--- config.mk ---
export PLATFORM = sky130hd
export DESIGN_NAME = cnn_window_sched
export DESIGN_NICKNAME = d
export VERILOG_FILES = /design/src/rtl/cnn_window_sched.sv
export SDC_FILE = /design/constraint.sdc
export NUM_CORES = 1
export LEC_CHECK = 0
export ABC_AREA = 1
export BUFFER_PORTS_ARGS = -buffer_cell sky130_fd_sc_hd__buf_4
export CAP_MARGIN = 40
export CORE_UTILIZATION = 35
export DETAILED_ROUTE_END_ITERATION = 16
export GPL_TIMING_DRIVEN = 0
export SYNTH_ARGS = -nofsm -noshare
export SYNTH_HDL_FRONTEND = slang
export SYNTH_SLANG_ARGS = --single-unit
--- constraint.sdc ---
create_clock -name clk -period 3.3 [get_ports clk]
set_clock_uncertainty 0.15 [all_clocks]
set_input_delay 0.33 -clock clk [delete_from_list [all_inputs] [get_ports clk]]
set_output_delay 0.33 -clock clk [all_outputs]
set_load 0.005 [all_outputs]
--- src/rtl/cnn_window_sched.sv ---
// Sliding-window read scheduler: walks a KxK window across an IMG_W x IMG_H
// image held in RAM, issuing one tap read per cycle and tagging the delayed data.
module cnn_window_sched #(
  parameter int IMG_W  = 28,
  parameter int IMG_H  = 28,
  parameter int K      = 3,
  parameter int ADDR_W = 10
) (
  input  logic              clk,
  input  logic              rst_n,
  input  logic              start,
  input  logic              abort,
  input  logic [ADDR_W-1:0] wr_ptr,
  input  logic              core_bsy,
  output logic              rd_en,
  output logic [ADDR_W-1:0] rd_addr,
  output logic              tap_vld,
  output logic [3:0]        tap_idx,
  output logic              win_first,
  output logic              win_last,
  output logic              busy,
  output logic              frame_done
);

  localparam int NTAP = K * K;
  localparam logic [3:0]        TAP_LAST = 4'(NTAP - 1);
  localparam logic [3:0]        TC_LAST  = 4'(K - 1);
  localparam logic [ADDR_W-1:0] COL_LAST = ADDR_W'(IMG_W - K);
  localparam logic [ADDR_W-1:0] ROW_LAST = ADDR_W'(IMG_H - K);
  localparam logic [ADDR_W-1:0] WIN_SPAN = ADDR_W'((K - 1) * IMG_W + K - 1);
  // Jump from the last column of one tap row to the first column of the next.
  localparam logic [ADDR_W-1:0] ROW_STEP = ADDR_W'(IMG_W - K + 1);
  localparam logic [ADDR_W-1:0] STEP_K   = ADDR_W'(K);
  localparam logic [ADDR_W-1:0] ONE      = ADDR_W'(1);

  typedef enum logic [1:0] {S_IDLE, S_WAIT, S_ISSUE, S_DONE} state_t;

  state_t            r_state;
  logic [ADDR_W-1:0] r_row;
  logic [ADDR_W-1:0] r_col;
  logic [ADDR_W-1:0] r_base;
  logic [ADDR_W-1:0] r_rd_addr;
  logic [3:0]        r_tap;
  logic [3:0]        r_tc;
  logic              r_rd_en;
  logic              r_busy;
  logic              r_frame_done;
  logic              r_tap_vld;
  logic [3:0]        r_tap_idx;
  logic              r_win_first;
  logic              r_win_last;

  logic w_data_rdy;
  logic w_last_tap;
  logic w_last_col;
  logic w_last_row;

  // The window's bottom-right pixel must already be in RAM before issuing.
  assign w_data_rdy = (r_base + WIN_SPAN) < wr_ptr;
  assign w_last_tap = (r_tap == TAP_LAST);
  assign w_last_col = (r_col == COL_LAST);
  assign w_last_row = (r_row == ROW_LAST);

  always_ff @(posedge clk or negedge rst_n) begin
    if (!rst_n) begin
      r_state      <= S_IDLE;
      r_row        <= '0;
      r_col        <= '0;
      r_base       <= '0;
      r_rd_addr    <= '0;
      r_tap        <= '0;
      r_tc         <= '0;
      r_rd_en      <= 1'b0;
      r_busy       <= 1'b0;
      r_frame_done <= 1'b0;
    end else if (abort) begin
      r_state      <= S_IDLE;
      r_row        <= '0;
      r_col        <= '0;
      r_base       <= '0;
      r_rd_addr    <= '0;
      r_tap        <= '0;
      r_tc         <= '0;
      r_rd_en      <= 1'b0;
      r_busy       <= 1'b0;
      r_frame_done <= 1'b0;
    end else begin
      case (r_state)
        S_IDLE: begin
          r_frame_done <= 1'b0;
          if (start) begin
            r_row   <= '0;
            r_col   <= '0;
            r_base  <= '0;
            r_busy  <= 1'b1;
            r_state <= S_WAIT;
          end
        end
        S_WAIT: begin
          if (w_data_rdy && !core_bsy) begin
            r_state   <= S_ISSUE;
            r_rd_en   <= 1'b1;
            r_rd_addr <= r_base;
            r_tap     <= '0;
            r_tc      <= '0;
          end
        end
        S_ISSUE: begin
          if (w_last_tap) begin
            r_rd_en   <= 1'b0;
            r_rd_addr <= '0;
            r_tap     <= '0;
            r_tc      <= '0;
            if (!w_last_col) begin
              r_col   <= r_col + ONE;
              r_base  <= r_base + ONE;
              r_state <= S_WAIT;
            end else if (!w_last_row) begin
              r_col   <= '0;
              r_row   <= r_row + ONE;
              r_base  <= r_base + STEP_K;
              r_state <= S_WAIT;
            end else begin
              r_frame_done <= 1'b1;
              r_state      <= S_DONE;
            end
          end else begin
            r_tap <= r_tap + 4'd1;
            if (r_tc == TC_LAST) begin
              r_tc      <= '0;
              r_rd_addr <= r_rd_addr + ROW_STEP;
            end else begin
              r_tc      <= r_tc + 4'd1;
              r_rd_addr <= r_rd_addr + ONE;
            end
          end
        end
        S_DONE: begin
          r_frame_done <= 1'b0;
          r_busy       <= 1'b0;
          r_row        <= '0;
          r_col        <= '0;
          r_base       <= '0;
          r_state      <= S_IDLE;
        end
        default: r_state <= S_IDLE;
      endcase
    end
  end

  // Tap tags follow the RAM read by one cycle; abort does not cancel a read already issued.
  always_ff @(posedge clk or negedge rst_n) begin
    if (!rst_n) begin
      r_tap_vld   <= 1'b0;
      r_tap_idx   <= '0;
      r_win_first <= 1'b0;
      r_win_last  <= 1'b0;
    end else begin
      r_tap_vld   <= r_rd_en;
      r_tap_idx   <= r_rd_en ? r_tap : 4'd0;
      r_win_first <= r_rd_en && (r_tap == 4'd0);
      r_win_last  <= r_rd_en && w_last_tap;
    end
  end

  assign rd_en      = r_rd_en;
  assign rd_addr    = r_rd_addr;
  assign tap_vld    = r_tap_vld;
  assign tap_idx    = r_tap_idx;
  assign win_first  = r_win_first;
  assign win_last   = r_win_last;
  assign busy       = r_busy;
  assign frame_done = r_frame_done;

endmodule
==> qor.yml, run 1 <==
hold_viol_final: 0
vias: 4162
required_ns: 3.36
internal-power_uw: 1720
grtUsageMet3: 0.0324
ys_top_cells_by_area: "dfrtp_1 (34%), nand2_1 (14%), ha_1 (7.1%)"
cts_resized: 0
p_per_area_nw_per_um2: 543
synth_cell_types: 38
hold_end: "busy$_DFFE_PN0P_"
core-area_um2: 12100
port_buffers: 34
cts_root_buf: "clkbuf_16"
clockPowerShare: 0.325
cpMostUsedCell: "nand2_1"
first_pass_iters: 5
grt_max_degree: 61
io_pins: 35
holdPathStages: 5
maxSlewHeadroom: 0.466
drt_wl_total_um: 10800
clockBufferDepth: 2
hpwl_um: 7950
htreeDepth: 3
maxCapViolations: 0
initial_utilization: 0.362
cp_cell_sequence: "clkbuf_1, inv_1, nand2_1, nand3_1, xor2_1, ha_1, nand2_1, nor2_1, nand3_1, nand3_1, nand2_1, nand2_2, inv_1, buf_2, nand2_1, o21ai_0"
fin_crit_ns: 2.98
setup_tns_ns: 0
syn-num-nets: 658
startpoint: "r_base[5]$_DFFE_PN0P_"
mostFrequentLayoutCell: "nand2_1"
placedCellCount: 819
clkLatencyLatePin_ns: 0.34
synthArstFlopShare: 1.00
grt_pass1_vias: 3928
final_cells: 835
drcViolationCount: 0
grt_overflow: 0
cpMaxStageDelayCell: "dfrtp_1"
cts_setup_buffers: 0
grt_use_met2: 0.307
die_y_um: 114
syn_to_final_growth_pct: 17.3
critPathArrivalTime_ns: 3.04
comb_power_share: 0.354
ys.flop_type: "dfrtp_1"
ant_nets: 0
final_layout_size_suffix_gt1_frac: 0.144
grt_busiest_layer: "met2"
diodes: 0
finalSetupViolations: 0
reg2reg_from: "r_base[5]$_DFFE_PN0P_"
ys_seq_area_frac: 0.342
rsz0062_at_grt: "false"
crit_type: "register to register"
syn_area_um2: 4390
cts_tree: "yes"
p_total_uw: 2790
track_usage: 0.183
synth_edf_count: 0
holdCritStartpoint: "start"
avgRoutedWirePerCell_um: 13.0
hold_path.class: "input port to register"
cts_inserted_buffers: 9
yosysWarningCount: 0
synth_largest_area_cell: "dfrtp_1"
synth_cells: 617
cts_hold_buf: 1
outcome: "complete, no violations"
nets: 704
max_freq_mhz: 336
grt_pass1_wl_um: 18800
viasPerCell: 4.98
regToRegSetupSlack_ns: 0.32
syn_avg_cell_area_um2: 7.11
power.share.sequential: 0.321
groute.layer.met1.usage: 0.237
die_x_um: 114
vdd_ir_drop_max_mv: 0.333
end_kind: "register"
clock-sinks: 60
worstPathMaxFanout: 10
rows: 40
r2r_end: "r_tc[2]$_DFFE_PN0P_"
mostFrequentLayoutCells: "nand2_1 (167), inv_1 (83), dfrtp_1 (60)"
swShare: 0.385
max_slew.worst_pin.slew_ns: 0.801
drv_slew: 0
switchingPower_uw: 1080
drtIter0Drc: 375
synth_top_area_frac: 0.342
place.gp.congestion: 0.871
start_kind: "register"
grt_antenna_before_repair: 0
power.leakage_uw: 0.00254
reg2reg_depth: 16
fin_crit_sh: 0.902
fillCellCount: 1248
path_clk_slew_ns: 0.05
max_stage_delay_ns: 0.32
synth-seq-cells: 60
die_area_um2: 13000
## critical path: cells and delay by family (launching register included)
| kind | cells | cell delay (ns) |
|---|---|---|
| compound gates | 1 | 0.09 |
| flops | 1 | 0.32 |
| xor+xnor | 1 | 0.17 |
| buf+inv | 4 | 0.75 |
| fa+ha+maj | 1 | 0.30 |
| simple gates | 9 | 1.07 |
## metal layers
metal | wire (um) | vias to the layer above | part of all wire
met5 | 0 | - | 0
met4 | 121 | 0 | 0.011
met3 | 504 | 13 | 0.046
met2 | 5250 | 94 | 0.48
met1 | 4970 | 1961 | 0.46
li1 | - | 2094 | -
## synth_stat cells (2+ instances only)
cell type and n:
nor4_1 4, nand2_1 167, o21ai_2 14, nand2_4 3, clkbuf_1 7, nor2_8 2
o21ai_1 5, inv_1 83, inv_4 2, dfrtp_1 60, ha_1 25, o22ai_1 5
buf_6 3, nor3b_1 4, xnor2_1 2, buf_4 2, inv_2 7, buf_2 3
nand3_1 58, o21ai_0 35, nor2_2 3, a21oi_1 10, xor2_1 13, nand4_1 16
nand2_2 2, nor3_1 18, nor2_1 53
## sequential cells by signal (all words and copies together), names as in the netlist
signal	cells
rd_addr	10
r_state	2
r_col	10
tap_vld	1
rd_en	1
r_base	10
r_tap	4
win_first	1
frame_done	1
busy	1
r_row	10
win_last	1
r_tc	4
tap_idx	4
## kinds of logic (layout without fill, tap and decap cells)
kind of cell               after synthesis  in the layout  share of synthesized area
adders and majority gates               26             26                     0.0758
buffers and inverters                  108            158                      0.104
xor gates and xnor gates                15             15                     0.0299
AOI/OAI and AO/OA                       72             72                     0.0986
and+or+nand+nor                        336            336                      0.350
DFF                                     60             60                      0.342
## metrics by stage
| step | hold WS (ns) | cell area, um2 | setup WS (ns) | util |
|---|---|---|---|---|
| 4_1_cts | 0.200 | 5150 | 0.315 | 0.425 |
| 2_1_floorplan | -0.116 | 4390 | 0.823 | - |
| 3_5_place_dp | 0.334 | 4850 | 0.340 | 0.401 |
| 3_3_place_gp | 0.315 | 4850 | 0.366 | 0.401 |
| 5_1_grt | 0.225 | 5150 | 0.0158 | 0.425 |
| 6_report | 0.203 | 5150 | 0.324 | 0.425 |
## area by class of cell
class                      count  area [um2]  share of cell area
multi-input combinational    449        2430               0.473
sequential                    60        1500               0.292
inverter                      92         350              0.0681
timing repair buffer          35         265              0.0515
clock buffer                  10         229              0.0445
tap                          168         210              0.0408
buffer                        16         105              0.0204
clock inverter                 5        53.8              0.0105
## power groups by stage
stage / Combinational, uW / Sequential (uW) / Clock [uW]
2_1_floorplan: 687 / 891 / 0
3_3_place_gp: 980 / 908 / 0
3_5_place_dp: 987 / 911 / 0
4_1_cts: 991 / 899 / 924
5_1_grt: 1090 / 912 / 955
6_report: 988 / 897 / 908
## worst max path at each step
stage / to / slack (ns) / cells past startpoint
after floorplan: r_tap[1]$_DFFE_PN0P_ / 0.82 / 17
after global placement: r_tc[2]$_DFFE_PN0P_ / 0.37 / 17
after detailed placement: r_tap[1]$_DFFE_PN0P_ / 0.34 / 17
after CTS: r_tap[1]$_DFFE_PN0P_ / 0.31 / 17
after global routing: r_tc[2]$_DFFE_PN0P_ / 0.02 / 16
final: r_tc[2]$_DFFE_PN0P_ / 0.32 / 16
(Power assumes the default switching activity.)
==> run 2, diff against run 1 <==
==> constraint.sdc (replaced) <==
create_clock -name clk -period 3.3 [get_ports clk]
set_clock_uncertainty 0.15 [all_clocks]
set_input_delay 0 -clock clk [delete_from_list [all_inputs] [get_ports clk]]
set_output_delay 0 -clock clk [all_outputs]
set_load 0.005 [all_outputs]
==> run 2 against run 1 <==
Against the previous run:
- clock-buffer cell count stayed put
- die area is the same
- power barely moved
- wire length increased by 0.29%
- register-to-register slack better by 0.02 ns
- core utilization is 0.17 points higher
- worst hold slack worse by 0.061 ns
- non-clock buffer count rose by 2
- first-iteration DRC count fell by 10%
- sequential share of layout area decreased by 0.11 points
- global-route usage unchanged
- sequential power hardly changed
- critical endpoint unchanged
- largest cell class unchanged
==> qor.yml, run 2 (synthesis gave the netlist of run 1 again) <==
setup_tns_ns: 0  # unchanged
grt_antenna_before_repair: 0  # unchanged
rows: 40  # unchanged
required_ns: 3.36  # about the same
reg2reg_depth: 16  # unchanged
clkLatencyLatePin_ns: 0.34  # about the same
grt_pass1_wl_um: 18800  # about the same
cts_resized: 0  # unchanged
crit_type: "register to register"
cts_tree: "yes"
internal-power_uw: 1720  # about the same
swShare: 0.385  # -0.000472
clock-sinks: 60  # unchanged
place.gp.congestion: 0.871  # unchanged
clockBufferDepth: 2  # unchanged
ant_nets: 0  # unchanged
core-area_um2: 12100  # unchanged
worstPathMaxFanout: 10  # unchanged
die_x_um: 114  # unchanged
start_kind: "register"
htreeDepth: 3  # unchanged
viasPerCell: 4.99  # about the same
end_kind: "register"
maxCapViolations: 0  # unchanged
nets: 706  # +0.28%
track_usage: 0.183  # unchanged
regToRegSetupSlack_ns: 0.34  # +0.02 ns
critPathArrivalTime_ns: 3.02  # -0.02 ns
rsz0062_at_grt: "false"
drt_wl_total_um: 10900  # +0.29%
max_slew.worst_pin.slew_ns: 0.801  # +0.000145 ns
clockPowerShare: 0.325  # about the same
maxSlewHeadroom: 0.466  # about the same
p_per_area_nw_per_um2: 541  # -0.38%
drtIter0Drc: 336  # -10%
port_buffers: 34  # unchanged
finalSetupViolations: 0  # unchanged
initial_utilization: 0.362  # unchanged
power.leakage_uw: 0.00254  # +0.33%
max_freq_mhz: 338  # +0.52%
r2r_end: "r_tc[2]$_DFFE_PN0P_"
switchingPower_uw: 1080  # -0.11%
fin_crit_ns: 2.96  # -0.0154 ns
reg2reg_from: "r_base[5]$_DFFE_PN0P_"
fillCellCount: 1245  # -0.24%
groute.layer.met1.usage: 0.237  # unchanged
die_area_um2: 13000  # unchanged
outcome: "complete, no violations"
holdWs_ns: 0.143  # -0.0609 ns
cts_root_buf: "clkbuf_16"
grt_max_degree: 61  # unchanged
vias: 4173  # +0.26%
avgRoutedWirePerCell_um: 13.0  # about the same
drv_slew: 0  # unchanged
final_layout_size_suffix_gt1_frac: 0.143  # -0.000430
diodes: 0  # unchanged
io_pins: 35  # unchanged
fin_crit_sh: 0.897  # -0.00466
first_pass_iters: 5  # unchanged
grt_use_met2: 0.307  # unchanged
comb_power_share: 0.354  # about the same
vdd_ir_drop_max_mv: 0.334  # about the same
syn_to_final_growth_pct: 17.7
hpwl_um: 7950  # unchanged
mostFrequentLayoutCells: "nand2_1 (167), inv_1 (83), dfrtp_1 (60)"
path_clk_slew_ns: 0.05  # about the same
hold_path.class: "input port to async pin"
power.share.sequential: 0.321  # about the same
grt_overflow: 0  # unchanged
hold_viol_final: 0  # unchanged
grt_pass1_vias: 3935  # +0.18%
cts_inserted_buffers: 9  # unchanged
grtUsageMet3: 0.0324  # unchanged
mostFrequentLayoutCell: "nand2_1"
die_y_um: 114  # unchanged
drcViolationCount: 0  # unchanged
startpoint: "r_base[5]$_DFFE_PN0P_"
grt_busiest_layer: "met2"
==> run 2: cell count changes in the layout (fill, tap and decap cells not counted) <==
cell	before	now
dlygate4sd3_1	1	3
==> run 2: critical path, cell delays in order, from the launching register on <==
cell,delay [ns]
dfrtp_1,0.32
clkbuf_1,0.27
inv_1,0.16
nand2_1,0.14
nand3_1,0.09
xor2_1,0.17
ha_1,0.30
nand2_1,0.07
nor2_1,0.19
nand3_1,0.10
nand3_1,0.13
nand2_1,0.10
nand2_2,0.17
inv_1,0.11
buf_2,0.20
nand2_1,0.08
o21ai_0,0.09
==> run 2: area by class of cell <==
class                      instances  area (um2)  share of cell area
tap                              168         210              0.0407
clock buffer                      10         229              0.0443
clock inverter                     5        53.8              0.0104
buffer                            16         105              0.0203
timing repair buffer              37         285              0.0552
multi-input combinational        449        2430               0.471
inverter                          92         350              0.0678
sequential                        60        1500               0.291
==> run 2: power groups by stage <==
stage	sequential, uW	combinational (uW)	clock (uW)
after floorplan	891	687	0
after global routing	912	1090	955
after global placement	908	980	0
final	897	989	908
after detailed placement	911	987	0
after CTS	899	993	924
==> run 2: how the worst max path moves through the flow <==
stage	slack [ns]	cells after the start	to
2_1_floorplan	0.82	17	r_tap[1]$_DFFE_PN0P_
3_5_place_dp	0.34	17	r_tap[1]$_DFFE_PN0P_
5_1_grt	0.02	16	r_tc[2]$_DFFE_PN0P_
6_report	0.34	16	r_tc[2]$_DFFE_PN0P_
3_3_place_gp	0.37	17	r_tc[2]$_DFFE_PN0P_
4_1_cts	0.31	17	r_tap[1]$_DFFE_PN0P_
==> run 2: repair_timing <==
item                      in CTS  in global routing
hold buffers                   3                  0
buffers inserted               0                  0
hold endpoints to repair      67                  0
==> run 2: metal layers <==
metal / vias to the layer above / wire (um)
met1: 1971 / 5030
li1: 2097 / -
met4: 0 / 119
met2: 92 / 5280
met5: - / 0
met3: 13 / 445
==> run 2: per-stage QoR <==
stage	total power [uW]	util	std cells	instance area (um2)	worst slack (ns)
floorplan	1580	-	617	4390	0.823
global placement	1890	0.401	819	4850	0.366
detailed placement	1900	0.401	819	4850	0.340
CTS	2820	0.427	837	5170	0.315
global route	2960	0.427	837	5170	0.0158
finish	2790	0.427	837	5170	0.339
==> run 3, diff against run 2 <==
Settings changed: CORE_MARGIN set to 10, SLEW_MARGIN set to 0.
==> run 3 against run 2 <==
Against the previous run:
- sequential share of layout area decreased by 0.13 points
- via count down 1.6%
- clock power grew 7.4%
- core utilization hardly changed
- sequential cell count stayed put
- global-route usage decreased by 5.3 points
- combinational power about the same
- critical path depth is the same
- non-clock buffer count is the same
- register-to-register slack about the same
- largest power group unchanged
==> qor.yml, run 3 (synthesis gave the netlist of run 1 again) <==
drt_wl_total_um: 11000  # +1.2%
mostFrequentLayoutCells: "nand2_1 (167), inv_1 (83), dfrtp_1 (60)"
diodes: 0  # unchanged
max_freq_mhz: 338  # about the same
power.leakage_uw: 0.00255  # +0.25%
p_total_uw: 2860  # +2.4%
vdd_ir_drop_max_mv: 0.317  # -5.0%
cp_cell_sequence: "clkbuf_1, inv_1, nand2_1, nand3_1, xor2_1, ha_1, nand2_1, nor2_1, nand3_1, nand3_1, nand2_1, nand2_2, inv_1, buf_2, nand2_1, o21ai_0"
nets: 706  # unchanged
place.gp.congestion: 0.847  # -2.7%
drcViolationCount: 0  # unchanged
placedCellCount: 819  # unchanged
finalSetupViolations: 0  # unchanged
cts_setup_buffers: 0  # unchanged
port_buffers: 34  # unchanged
path_clk_slew_ns: 0.05  # about the same
cts_tree: "yes"
die_area_um2: 17400  # +34%
fin_crit_ns: 2.96  # -0.00271 ns
worstPathMaxFanout: 10  # unchanged
clkLatencyLatePin_ns: 0.33  # about the same
viasPerCell: 4.91  # -1.6%
max_slew.worst_pin.slew_ns: 0.750  # -0.0511 ns
fillCellCount: 1258  # +1.0%
syn_to_final_growth_pct: 18.3
hold_viol_final: 0  # unchanged
multi_input_area_um2: 2430  # unchanged
cpMaxStageDelayCell: "dfrtp_1"
cts_root_buf: "clkbuf_16"
mostFrequentLayoutCell: "nand2_1"
outcome: "complete, no violations"
required_ns: 3.36  # about the same
start_kind: "register"
drv_slew: 0  # unchanged
avgRoutedWirePerCell_um: 13.1  # +1.2%
drtIter0Drc: 299  # -11%
max_stage_delay_ns: 0.31  # about the same
vias: 4106  # -1.6%
critPathArrivalTime_ns: 3.02  # about the same
p_per_area_nw_per_um2: 551  # +1.9%
final_area_um2: 5190  # +0.46%
ant_nets: 0  # unchanged
end_kind: "register"
grt_overflow: 0  # unchanged
clockBufferDepth: 2  # unchanged
regArea_um2: 1500  # unchanged
clock-sinks: 60  # unchanged
grt_pass1_vias: 4006  # +1.8%
hpwl_um: 8230  # +3.5%
crit_type: "register to register"
first_pass_iters: 5  # unchanged
hold_path.class: "input port to async pin"
final_cells: 837  # unchanged
die_x_um: 132  # +16%
track_usage: 0.130  # -0.0526
core-area_um2: 12200  # +0.41%
maxSlewHeadroom: 0.500  # +0.0341
maxCapViolations: 0  # unchanged
die_y_um: 132  # +16%
grt_max_degree: 61  # unchanged
grt_pass1_wl_um: 19200  # +2.3%
place_area_um2: 4850  # unchanged
htreeDepth: 3  # unchanged
final_layout_size_suffix_gt1_frac: 0.143  # unchanged
setup_tns_ns: 0  # unchanged
rows: 40  # unchanged
io_pins: 35  # unchanged
rsz0062_at_grt: "false"
cts_inserted_buffers: 9  # unchanged
initial_utilization: 0.361  # -0.00149
fin_crit_sh: 0.896  # about the same
cpMostUsedCell: "nand2_1"
grt_antenna_before_repair: 0  # unchanged
## run 3: cell types whose count changed in the layout (fill, tap and decap cells not counted)
cell        delta
clkinvlp_4     +1
clkinv_4       -1
bufinv_16      +1
clkinv_2       -1
## run 3: worst max-delay path: cells and delay by family (launching register included)
family	cells	cell delay (ns)
AOI/OAI and AO/OA	1	0.08
adders and majority gates	1	0.30
xor gates and xnor gates	1	0.17
buffers and inverters	4	0.77
DFF	1	0.31
and+or+nand+nor	9	1.04
## run 3: cell type report
class / instances / share of cell area
inverter: 92 / 0.0675
clock buffer: 10 / 0.0441
timing repair buffer: 37 / 0.0550
buffer: 16 / 0.0202
clock inverter: 5 / 0.0149
sequential: 60 / 0.289
multi-input combinational: 449 / 0.469
tap: 168 / 0.0405
## run 3: per-layer routing
layer / track usage / up-vias / wire length (um)
li1: - / 2091 / -
met1: 0.163 / 1916 / 5090
met2: 0.217 / 87 / 5310
met3: 0.0213 / 12 / 427
met4: 0.0494 / 0 / 177
met5: 0 / - / 0
## run 3: final timing paths
path                                              from                      to  slack [ns]  cells after the start
worst max register to register   r_base[5]$_DFFE_PN0P_     r_tc[2]$_DFFE_PN0P_        0.34                     16
min in group clk                              core_bsy  r_state[0]$_DFFE_PN0P_        0.19                      8
max in group asynchronous                        rst_n  rd_addr[6]$_DFFE_PN0P_        2.38                      2
worst min-delay path                             rst_n    r_row[6]$_DFFE_PN0P_        0.12                      2
worst min register to register  frame_done$_DFFE_PN0P_  frame_done$_DFFE_PN0P_        0.35                      2
worst max-delay path             r_base[5]$_DFFE_PN0P_     r_tc[2]$_DFFE_PN0P_        0.34                     16
## run 3: repair_timing
item,4_1_cts,5_1_grt
hold buffers,3,0
hold endpoints to repair,67,0
resized for setup,0,0
## run 3: metrics by stage
| stage | hold slack, ns | util | setup slack [ns] |
|---|---|---|---|
| floorplan | -0.446 | - | 0.823 |
| global placement | -0.0162 | 0.399 | 0.375 |
| detailed placement | -0.0142 | 0.399 | 0.360 |
| CTS | 0.171 | 0.427 | 0.348 |
| global route | 0.223 | 0.427 | 0.0517 |
| finish | 0.121 | 0.427 | 0.342 |
## run 3: where the power goes
group / leakage, uW / switching (uW) / internal [uW] / total (uW)
registers: 0.000827 / 88.4 / 808 / 896
logic: 0.00157 / 655 / 334 / 990
clock network: 0.000148 / 322 / 653 / 975
